===== config.mk =====
export PLATFORM = sky130hd
export DESIGN_NAME = ctrl_seq_flat
export DESIGN_NICKNAME = d
export VERILOG_FILES = /design/src/rtl/ctrl_seq_if.sv /design/src/rtl/ctrl_seq.sv /design/src/flat_wrapper.sv
export SDC_FILE = /design/constraint.sdc
export NUM_CORES = 1
export LEC_CHECK = 0
export ABC_CLOCK_PERIOD_IN_PS = 2200
export BUFFER_PORTS_ARGS = -buffer_cell sky130_fd_sc_hd__buf_2
export CORE_AREA = 2 2 39 41
export CTS_BUF_LIST = sky130_fd_sc_hd__clkbuf_8 sky130_fd_sc_hd__clkbuf_16
export DETAILED_ROUTE_END_ITERATION = 8
export DIE_AREA = 0 0 41 43
export PLACE_DENSITY = 0.68
export SYNTH_ARGS = -nofsm -noshare
export SYNTH_HDL_FRONTEND = slang
export SYNTH_SLANG_ARGS = --single-unit

===== constraint.sdc =====
create_clock -name Clk -period 2.2 [get_ports Clk]
set_clock_uncertainty 0.15 [all_clocks]
set_input_delay 0.33 -clock Clk [delete_from_list [all_inputs] [get_ports Clk]]
set_output_delay 0.33 -clock Clk [all_outputs]
set_load 0.05 [all_outputs]

===== src/rtl/ctrl_seq_if.sv =====
// ctrl_seq_if: bundle of the control-sequencer handshake and datapath
// enable signals. The master modport is the side that supplies the machine
// word and ALU flags; the slave modport is the sequencer itself.
interface ctrl_seq_if #(
  parameter int IW = 9
);
  logic          Start;
  logic [IW-1:0] Instruction;
  logic          AluOvf;
  logic          Zero;
  logic          RegWrEn;
  logic          MemWrite;
  logic          MemRead;
  logic          AccWrEn;
  logic          LookUp;
  logic          BranchEn;
  logic          IsOverflow;
  logic          Ack;
  logic          Stall;
  logic          Err;

  modport master (
    output Start, Instruction, AluOvf, Zero,
    input  RegWrEn, MemWrite, MemRead, AccWrEn, LookUp, BranchEn,
    input  IsOverflow, Ack, Stall, Err
  );

  modport slave (
    input  Start, Instruction, AluOvf, Zero,
    output RegWrEn, MemWrite, MemRead, AccWrEn, LookUp, BranchEn,
    output IsOverflow, Ack, Stall, Err
  );
endinterface


===== src/rtl/ctrl_seq.sv =====
// ctrl_seq: four-state instruction sequencer (IDLE/RUN/MEMWAIT/HALTED).
// Decodes the current machine word into datapath enables, stretches loads
// over MEM_LAT cycles, keeps a sticky ALU overflow flag and halts on 'halt'.
// Enables are combinational from state and Instruction; state, load
// counter, sticky flag and Err are registered.
// Optional feature: define CTRL_ILLEGAL_TRAP_EN to make opcode 1111 trap
// (set Err, halt, ignore Start until Reset). Without it 1111 is a nop and
// Err is tied low. IW must be at least 6, MEM_LAT at least 1.
module ctrl_seq #(
  parameter int IW      = 9,
  parameter int MEM_LAT = 2
) (
  input logic       Clk,
  input logic       Reset,
  ctrl_seq_if.slave bus
);

  localparam int CW = $clog2(MEM_LAT + 1);
  localparam logic [CW-1:0] CNT_LOAD = CW'(MEM_LAT - 1);
  localparam logic [CW-1:0] CNT_ONE  = CW'(1);
  localparam logic [CW-1:0] CNT_ZERO = {CW{1'b0}};

  localparam logic [3:0] OP_ADD  = 4'd0;
  localparam logic [3:0] OP_SUB  = 4'd1;
  localparam logic [3:0] OP_LOAD = 4'd2;
  localparam logic [3:0] OP_STR  = 4'd3;
  localparam logic [3:0] OP_MOV  = 4'd4;
  localparam logic [3:0] OP_CPY  = 4'd5;
  localparam logic [3:0] OP_NAND = 4'd6;
  localparam logic [3:0] OP_OR   = 4'd7;
  localparam logic [3:0] OP_SLL  = 4'd8;
  localparam logic [3:0] OP_SLR  = 4'd9;
  localparam logic [3:0] OP_RST  = 4'd10;
  localparam logic [3:0] OP_HALT = 4'd11;
  localparam logic [3:0] OP_BNE  = 4'd12;
  localparam logic [3:0] OP_LT   = 4'd13;
  localparam logic [3:0] OP_EQL  = 4'd14;
  localparam logic [3:0] OP_ILL  = 4'd15;

  typedef enum logic [1:0] {
    S_IDLE    = 2'd0,
    S_RUN     = 2'd1,
    S_MEMWAIT = 2'd2,
    S_HALTED  = 2'd3
  } state_t;

  state_t        state_q, state_d;
  logic [CW-1:0] cnt_q, cnt_d;
  logic          ovf_q, ovf_d;
  logic          ovf_set_s, ovf_clr_s;
  logic          err_set_s;
  logic          trapped_s;
  logic          type_s;
  logic [3:0]    op_s;
  logic          regwr_s, memwr_s, memrd_s, accwr_s, lookup_s, branch_s;
  logic          ack_s, stall_s;

  assign type_s = bus.Instruction[IW-1];
  assign op_s   = bus.Instruction[IW-2:IW-5];

`ifdef CTRL_ILLEGAL_TRAP_EN
  logic err_q;

  // Trap flag: set by an illegal opcode, held until Reset.
  always_ff @(posedge Clk or posedge Reset) begin
    if (Reset) begin
      err_q <= 1'b0;
    end else if (err_set_s) begin
      err_q <= 1'b1;
    end
  end

  assign trapped_s = err_q;
  assign bus.Err   = err_q;
`else
  assign trapped_s = 1'b0;
  assign bus.Err   = 1'b0;
`endif

  // Next-state, load counter, sticky-flag controls and datapath enables.
  always_comb begin
    state_d   = state_q;
    cnt_d     = cnt_q;
    ovf_set_s = 1'b0;
    ovf_clr_s = 1'b0;
    err_set_s = 1'b0;
    regwr_s   = 1'b0;
    memwr_s   = 1'b0;
    memrd_s   = 1'b0;
    accwr_s   = 1'b0;
    lookup_s  = 1'b0;
    branch_s  = 1'b0;
    ack_s     = 1'b0;
    stall_s   = 1'b0;
    case (state_q)
      S_IDLE: begin
        stall_s = 1'b1;
        if (bus.Start) state_d = S_RUN;
        else           state_d = S_IDLE;
      end
      S_RUN: begin
        if (type_s) begin
          accwr_s = 1'b1;
        end else begin
          case (op_s)
            OP_ADD, OP_SUB: begin
              accwr_s   = 1'b1;
              ovf_set_s = bus.AluOvf;
            end
            OP_LOAD: begin
              memrd_s = 1'b1;
              // A single-cycle memory finishes the load right here.
              if (MEM_LAT > 1) begin
                stall_s = 1'b1;
                cnt_d   = CNT_LOAD;
                state_d = S_MEMWAIT;
              end else begin
                accwr_s = 1'b1;
              end
            end
            OP_STR: memwr_s = 1'b1;
            OP_MOV, OP_NAND, OP_OR, OP_SLL, OP_SLR, OP_LT, OP_EQL: accwr_s = 1'b1;
            OP_CPY: regwr_s = 1'b1;
            OP_RST: ovf_clr_s = 1'b1;
            OP_HALT: state_d = S_HALTED;
            OP_BNE: begin
              lookup_s = 1'b1;
              branch_s = ~bus.Zero;
            end
            OP_ILL: begin
`ifdef CTRL_ILLEGAL_TRAP_EN
              err_set_s = 1'b1;
              state_d   = S_HALTED;
`else
              err_set_s = 1'b0;
`endif
            end
            default: state_d = S_RUN;
          endcase
        end
      end
      S_MEMWAIT: begin
        memrd_s = 1'b1;
        // Counter holds the cycles still to go; the last one writes the acc.
        if (cnt_q > CNT_ONE) begin
          stall_s = 1'b1;
          cnt_d   = cnt_q - CNT_ONE;
        end else begin
          accwr_s = 1'b1;
          cnt_d   = CNT_ZERO;
          state_d = S_RUN;
        end
      end
      S_HALTED: begin
        ack_s   = 1'b1;
        stall_s = 1'b1;
        if (bus.Start && !trapped_s) state_d = S_RUN;
        else                         state_d = S_HALTED;
      end
      default: state_d = S_IDLE;
    endcase
  end

  // Sticky overflow: a set in the same cycle as a clear takes priority.
  always_comb begin
    if (ovf_set_s)      ovf_d = 1'b1;
    else if (ovf_clr_s) ovf_d = 1'b0;
    else                ovf_d = ovf_q;
  end

  // State, load counter and sticky flag registers.
  always_ff @(posedge Clk or posedge Reset) begin
    if (Reset) begin
      state_q <= S_IDLE;
      cnt_q   <= CNT_ZERO;
      ovf_q   <= 1'b0;
    end else begin
      state_q <= state_d;
      cnt_q   <= cnt_d;
      ovf_q   <= ovf_d;
    end
  end

  assign bus.RegWrEn    = regwr_s;
  assign bus.MemWrite   = memwr_s;
  assign bus.MemRead    = memrd_s;
  assign bus.AccWrEn    = accwr_s;
  assign bus.LookUp     = lookup_s;
  assign bus.BranchEn   = branch_s;
  assign bus.IsOverflow = ovf_q;
  assign bus.Ack        = ack_s;
  assign bus.Stall      = stall_s;

endmodule


===== src/flat_wrapper.sv =====
// flat-port wrapper written by rule: the top's interface ports become plain ports
module ctrl_seq_flat 
#(
  parameter int IW      = 9,
  parameter int MEM_LAT = 2
)
  (Clk, Reset, bus_Start, bus_Instruction, bus_AluOvf, bus_Zero, bus_RegWrEn, bus_MemWrite, bus_MemRead, bus_AccWrEn, bus_LookUp, bus_BranchEn, bus_IsOverflow, bus_Ack, bus_Stall, bus_Err);
  ctrl_seq_if #(.IW(IW)) bus_i ();
  input logic Clk;
  input logic Reset;
  input wire logic [$bits(bus_i.Start)-1:0] bus_Start;
  input wire logic [$bits(bus_i.Instruction)-1:0] bus_Instruction;
  input wire logic [$bits(bus_i.AluOvf)-1:0] bus_AluOvf;
  input wire logic [$bits(bus_i.Zero)-1:0] bus_Zero;
  output wire logic [$bits(bus_i.RegWrEn)-1:0] bus_RegWrEn;
  output wire logic [$bits(bus_i.MemWrite)-1:0] bus_MemWrite;
  output wire logic [$bits(bus_i.MemRead)-1:0] bus_MemRead;
  output wire logic [$bits(bus_i.AccWrEn)-1:0] bus_AccWrEn;
  output wire logic [$bits(bus_i.LookUp)-1:0] bus_LookUp;
  output wire logic [$bits(bus_i.BranchEn)-1:0] bus_BranchEn;
  output wire logic [$bits(bus_i.IsOverflow)-1:0] bus_IsOverflow;
  output wire logic [$bits(bus_i.Ack)-1:0] bus_Ack;
  output wire logic [$bits(bus_i.Stall)-1:0] bus_Stall;
  output wire logic [$bits(bus_i.Err)-1:0] bus_Err;
  assign bus_i.Start = bus_Start;
  assign bus_i.Instruction = bus_Instruction;
  assign bus_i.AluOvf = bus_AluOvf;
  assign bus_i.Zero = bus_Zero;
  assign bus_RegWrEn = bus_i.RegWrEn;
  assign bus_MemWrite = bus_i.MemWrite;
  assign bus_MemRead = bus_i.MemRead;
  assign bus_AccWrEn = bus_i.AccWrEn;
  assign bus_LookUp = bus_i.LookUp;
  assign bus_BranchEn = bus_i.BranchEn;
  assign bus_IsOverflow = bus_i.IsOverflow;
  assign bus_Ack = bus_i.Ack;
  assign bus_Stall = bus_i.Stall;
  assign bus_Err = bus_i.Err;
  ctrl_seq #(.IW(IW), .MEM_LAT(MEM_LAT)) u_core (.Clk(Clk), .Reset(Reset), .bus(bus_i));
endmodule

---- Yosys cells after proc, flatten, opt, wreduce, memory -nomap -nowiden ----
Cells that the tools add are included.
storage, ports and cells
  bits of input ports ..................... 14
  output and inout bits ................... 10
  register bits after elaboration ......... 5
operators by class
  reductions and logical operators ........ 9
  add/subtract/negate cells ............... 1
  eq/ne operators ......................... 21
  bitwise operators ....................... 1
  mux-type cells .......................... 40
  magnitude comparators ................... 1
operators with widths
  operator                                                                         count
  4-bit == test, second input constant                                             7
  1-bit two-way mux                                                                28
  4-bit by 3-bit == test with 1-bit output, second input constant                  4
  2-bit two-way mux                                                                6
  9-bit OR reduction                                                               1
  4-bit by 2-bit == test with 1-bit output, second input constant                  2
  2-bit one-hot mux with 2 select lines                                            2
  2-bit one-hot mux with 4 select lines                                            1
  3-bit AND reduction                                                              2
  2-bit == test, second input constant                                             2
  4-bit by 1-bit == test with 1-bit output, second input constant                  1
  4-bit zero test                                                                  1
  2-bit != test, second input constant                                             2
  1-bit one-hot mux with 2 select lines                                            2
  2-bit nonzero test                                                               2
  2-bit OR reduction                                                               2
  3-bit by 2-bit != test with 1-bit output, second input constant                  1
  1-bit one-hot mux with 3 select lines                                            1
  2-bit by 1-bit == test with 1-bit output, second input constant                  1
  2-bit by 1-bit greater-than comparator with 1-bit output, second input constant  1
  2-bit zero test                                                                  1
  2-bit by 1-bit != test with 1-bit output, second input constant                  1
  2-bit by 1-bit subtractor with 2-bit output, second input constant               1
  1-bit inverter                                                                   1

---- Logic depth before layout (Yosys ltp) ----
  depth after elaboration ................. 6
  mapped depth ............................ 6
  gate-level depth less buffers ........... 6

---- Least setup slack after synthesis ----
Ideal clock, no wire load.
  path kind ............................... reg2out
  start point ............................. register u_core.state_q[1]
  end point ............................... output bus_BranchEn
  required time ........................... 1.720 ns
  arrival time ............................ 2.406 ns
  slack ................................... -0.686 ns
  cell stages (with the launch flop) ...... 5
  buffers on the path ..................... 0
  cell sequence ........................... dfrtp_1 inv_1 ha_1 nand2b_2 nor4_1
on the way
  word-level cells in the longest chain between the ends .. 2
ends and longest elaborated chain
  what                                      line                RTL
  start, declared                           ctrl_seq.sv:47      state_t state_q, state_d;
  start signal, assigned                    ctrl_seq.sv:178     state_q <= state_d;
  2-bit by 1-bit == test with 1-bit output  ctrl_seq.sv:95      case (state_q)
  1-bit two-way mux                         ctrl_seq.sv:95
  end, declared                             flat_wrapper.sv:20  output wire logic [$bits(bus_i.BranchEn)-1:0] bus_BranchEn;
No other way between the ends.

---- Worst setup path after layout ----
  start point ............................. register u_core.state_q[1]
  end point ............................... output bus_Stall
on the way
  word-level cells in the longest chain between the ends .. 3
  elaborated cells on any way between the ends .. 6
  those cells by class .................... 3 x eq/ne; 1 x mux; 2 x reduce/logical
ends and longest elaborated chain
  what                                              line                RTL
  2-bit == test or 2-bit zero test (tied branches)  ctrl_seq.sv:95
  2-bit OR reduction (no line)                      -
  1-bit one-hot mux with 3 select lines (*)         ctrl_seq.sv:95
  end, declared                                     flat_wrapper.sv:23  output wire logic [$bits(bus_i.Stall)-1:0] bus_Stall;
Mark *: on every way between the ends. The rest lies on a longest branch, timed or not.

==> metrics list <==
- After layout, the worst path uses 95.0% of the clock period.
- Post-CTS timing repair inserted 0 buffers for setup.
* Netlist Area Pre-Place: 508 um2
- Flip-flop cell with the highest count after synthesis: dfrtp_1
- The clock drives 5 sinks.
- Vias after detailed routing: 503
- Yosys mapped a number of flops with a built-in enable equal to 0.
* Number of antenna violations at the first check in global routing: 0
* Met2 routed wirelength: 551 um
* Placeable core region: 0.00138 mm2
- Clock network fraction of design power: 18.2%
- Setup violations remaining at the end of the flow were counted as 0.
- Final max-slew violation count: 0
* Number of cell rows: 14
* Overall overflow remaining after global route: 0
- Final cell utilization of the core: 51.2%
- Hold Path Class: in2reg
* Metal1 wirelength: 506 um
- The first global-routing pass estimated 1860 um of wire.
- In this run the clock root is driven by a clkbuf_8.
- Required time of the worst setup path: 1720 ps
* Syn_nets: 78
- Number of unique standard cell types used by synthesis: 33
- Origin of the worst min-delay path: bus_AluOvf
* Arrival time at the worst endpoint: 1610 ps
- FF-to-FF End: u_core.cnt_q[1]$_DFFE_PP0P_
- Along the worst path, the maximum fanout reaches 4.
* I/O Buffers: 18
- Along the worst hold path, the cell count comes to 3.
- After technology mapping, the gate count stands at 60.
* Pin count of the biggest net entering global routing: 8
* Switching Power: 451 uW
- Share of final-layout standard cells stronger than drive strength 1: 41.2%
* Vias per std cell: 4.98
* Die height: 43 um
- Max Cap Violations: 0
- Share of the synthesized area in compound gates (AO/OA/AOI/OAI): 21.4%
* Sequential fraction of the synthesis area: 24.6%
* Worst Path Class, Setup: reg2out
- At the end of routability-driven placement, the weighted congestion stood at 0.834.
* Insertion delay of the later-clocked pin in the worst-skew pair: 220 ps
* Register bit total from synthesis: 5
- Leakage: 0.000339 uW
- Post-synthesis mux area share: 3.94%
- The number of global-route vias before repair was 495.
- The largest individual stage delay along the critical path comes from the cell dfrtp_1.
- Met3 wire len: 99 um
- Largest area contributor in the synthesized netlist: dfrtp_1
- Summing the areas of all xor and xnor instances in the mapped netlist gives 1.72% of the synthesized area.
* Sequential share of power: 17.4%
- Global routing used 15.7% of the available tracks.
* Cell Chain, Critical Path: inv_2, ha_2, nand4bb_2, nor3_4, or2_1, buf_4
- Setup repair after global routing left no endpoint under its margin.
- Hold is met by 232 ps.
- Area fraction in and, or, nand and nor cells after synthesis: 33.3%
* Inserted Diodes: 0
* P_int: 465 uW
* Clock-pin slew on the worst setup and hold paths: 40 ps
- After synthesis, the largest family of logic cells by area is simple AND/OR/NAND/NOR gates.
- Power density cells: 1290 mW/mm2
- Counting cells, the worst reg-to-reg path comes to 7.
- The worst register-to-register path has a setup slack of 510 ps.
- Maximum achievable frequency: 0.478 GHz
- Average detailed-routed wire length per instance: 11.5 um
* Horizontal die dimension: 41 um
- The Yosys step of the flow raised 0 warnings.
* Nature of the critical path startpoint: flop
- Mean Syn Cell Area: 8.47 um2
- Critical Path Max Stage Delay: 420 ps
- Die Area: 0.00176 mm2
- The count of nets left with antenna violations once routing finished came out at 0.
- Number of violations reported at the end of detailed-routing iteration 0: 4
- Post-layout nets: 104
- The wire-length estimate of the detail-placed layout is 929 um.
- Switching fraction of total power: 49.3%
- The longest clock path from root to sink contains 2 buffers.
- Among all cell types in the netlist, the one instantiated most often is nor2_1.
- Final worst path period need: 2090 ps
- Ports: 24
* Number of H-tree branching levels: 1
* Final total negative setup slack: 0 ps
- By count the netlist is led by nor2_1 (7), dfrtp_1 (5), nand2b_1 (5).
- TritonCTS clock tree: yes
* Area share of fa/ha/maj cells after synthesis: 9.85%
- Once the floorplan was initialized, standard cells occupied 36.7% of the core.
- Async set or reset register ratio after synthesis: 100%
- The final count of hold timing violations was 0.
- First-pass detailed-route iteration total: 4
- The highest metal layer carrying signal wires in the routed design is met3.
- The number of clock buffers added by TritonCTS is 3.
* Area Overhead vs Synth: 39.4%
* PnR Total Power: 916 uW
- Once placement completed, the tool counted placed cells totaling 96.
- Share of the synthesized area in the top cell type: 24.6%
* Power share of the combinational group: 64.4%
- Worst setup EP type: output port
- The worst register-to-register path begins at u_core.state_q[1]$_DFFE_PP0P_.
- Result of the run: finished, final reports clean
- Post-detailed-routing wire length: 1160 um
- Destination of the worst hold path: u_core.bus.IsOverflow$_DFFE_PP0P_
- Leading cell types by total area after synthesis: dfrtp_1 (25%), ha_1 (9.9%), nand2b_1 (6.2%), nor2_1 (5.2%), mux2i_1 (3.9%)
- Launch point of the worst path: u_core.state_q[1]$_DFFE_PP0P_
- The finished layout holds 101 standard cells, fillers aside.
* Worst voltage drop across the vdd grid: 0.000686 V
- Drc violations: 0
[sequential cells by signal, summed over array words and instances (netlist names)]
name	flops
u_core.bus.IsOverflow	1
u_core.state_q	2
u_core.cnt_q	2
[cells by family after synthesis]
family / after synthesis
compound gates: 14
xor+xnor: 1
fa+ha+maj: 4
buf+inv: 5
flops: 5
mux: 2
other cells: 1
simple gates: 28
[worst max-delay path, delay by kind of cell, from the launching register on]
kind          cells  cell delay (ps)
fa+ha+maj         1              200
buf+inv           2              290
simple gates      3              490
flops             1              420
[through the flow]
stage / cell area [um2] / setup WS (ps)
finish: 708 / 109
global route: 708 / 4.29
CTS: 701 / 15.4
detailed placement: 639 / 230
global placement: 639 / 265
floorplan: 514 / -282
[per-layer routing]
metal | GRT usage, % | vias to the layer above
li1 | - | 257
met1 | 17.5 | 221
met2 | 26.3 | 25
met3 | 7.85 | 0
met4 | 2.00 | 0
met5 | 0 | -
[cell type report]
class	instances	area (um2)
Fill cell	135	676
Clock inverter	1	5.00
Inverter	4	15.0
Sequential cell	5	125
Timing Repair Buffer	22	130
Tap cell	16	20.0
Multi-Input combinational cell	50	372
Clock buffer	3	41.3
[worst max path at each step]
| stage | end | slack (ps) | cells past startpoint |
|---|---|---|---|
| 3_3_place_gp | bus_Stall | 260 | 6 |
| 4_1_cts | bus_BranchEn | 20 | 6 |
| 6_report | bus_Stall | 110 | 6 |
| 5_1_grt | bus_BranchEn | 4 | 6 |
| 2_1_floorplan | bus_LookUp | -280 | 4 |
| 3_5_place_dp | bus_Stall | 230 | 6 |
[cell usage in the layout (no fill, tap or decap), drive strengths merged]
cell type and instances:
a21boi 2, a21oi 1, a2bb2oi 1, a31o 1, a31oi 1, and2 1, and2b 1, buf 21
clkbuf 3, clkinv 1, conb 1, dfrtp 5, dlygate4sd3 1, ha 4, inv 4, mux2i 2
nand2 4, nand2b 6, nand4 1, nand4bb 1, nor2 7, nor2b 2, nor3 3, nor4 1
o21a 1, o21ai 4, o221ai 1, o31ai 1, o41ai 1, or2 1, xor2 1
[repair_timing]
action	CTS	global route
endpoints found under the hold margin	5	0
endpoints found under the setup margin	2	5
cloned	0	0
resized for setup	2	5
hold buffers	1	0
[power groups by stage]
stage	Sequential [uW]	Clock, uW	Combinational (uW)
2_1_floorplan	182	0	406
3_3_place_gp	157	0	559
3_5_place_dp	159	0	568
4_1_cts	158	171	588
5_1_grt	165	178	640
6_report	159	166	590
No activity file was read; power rests on OpenSTA's default activity.
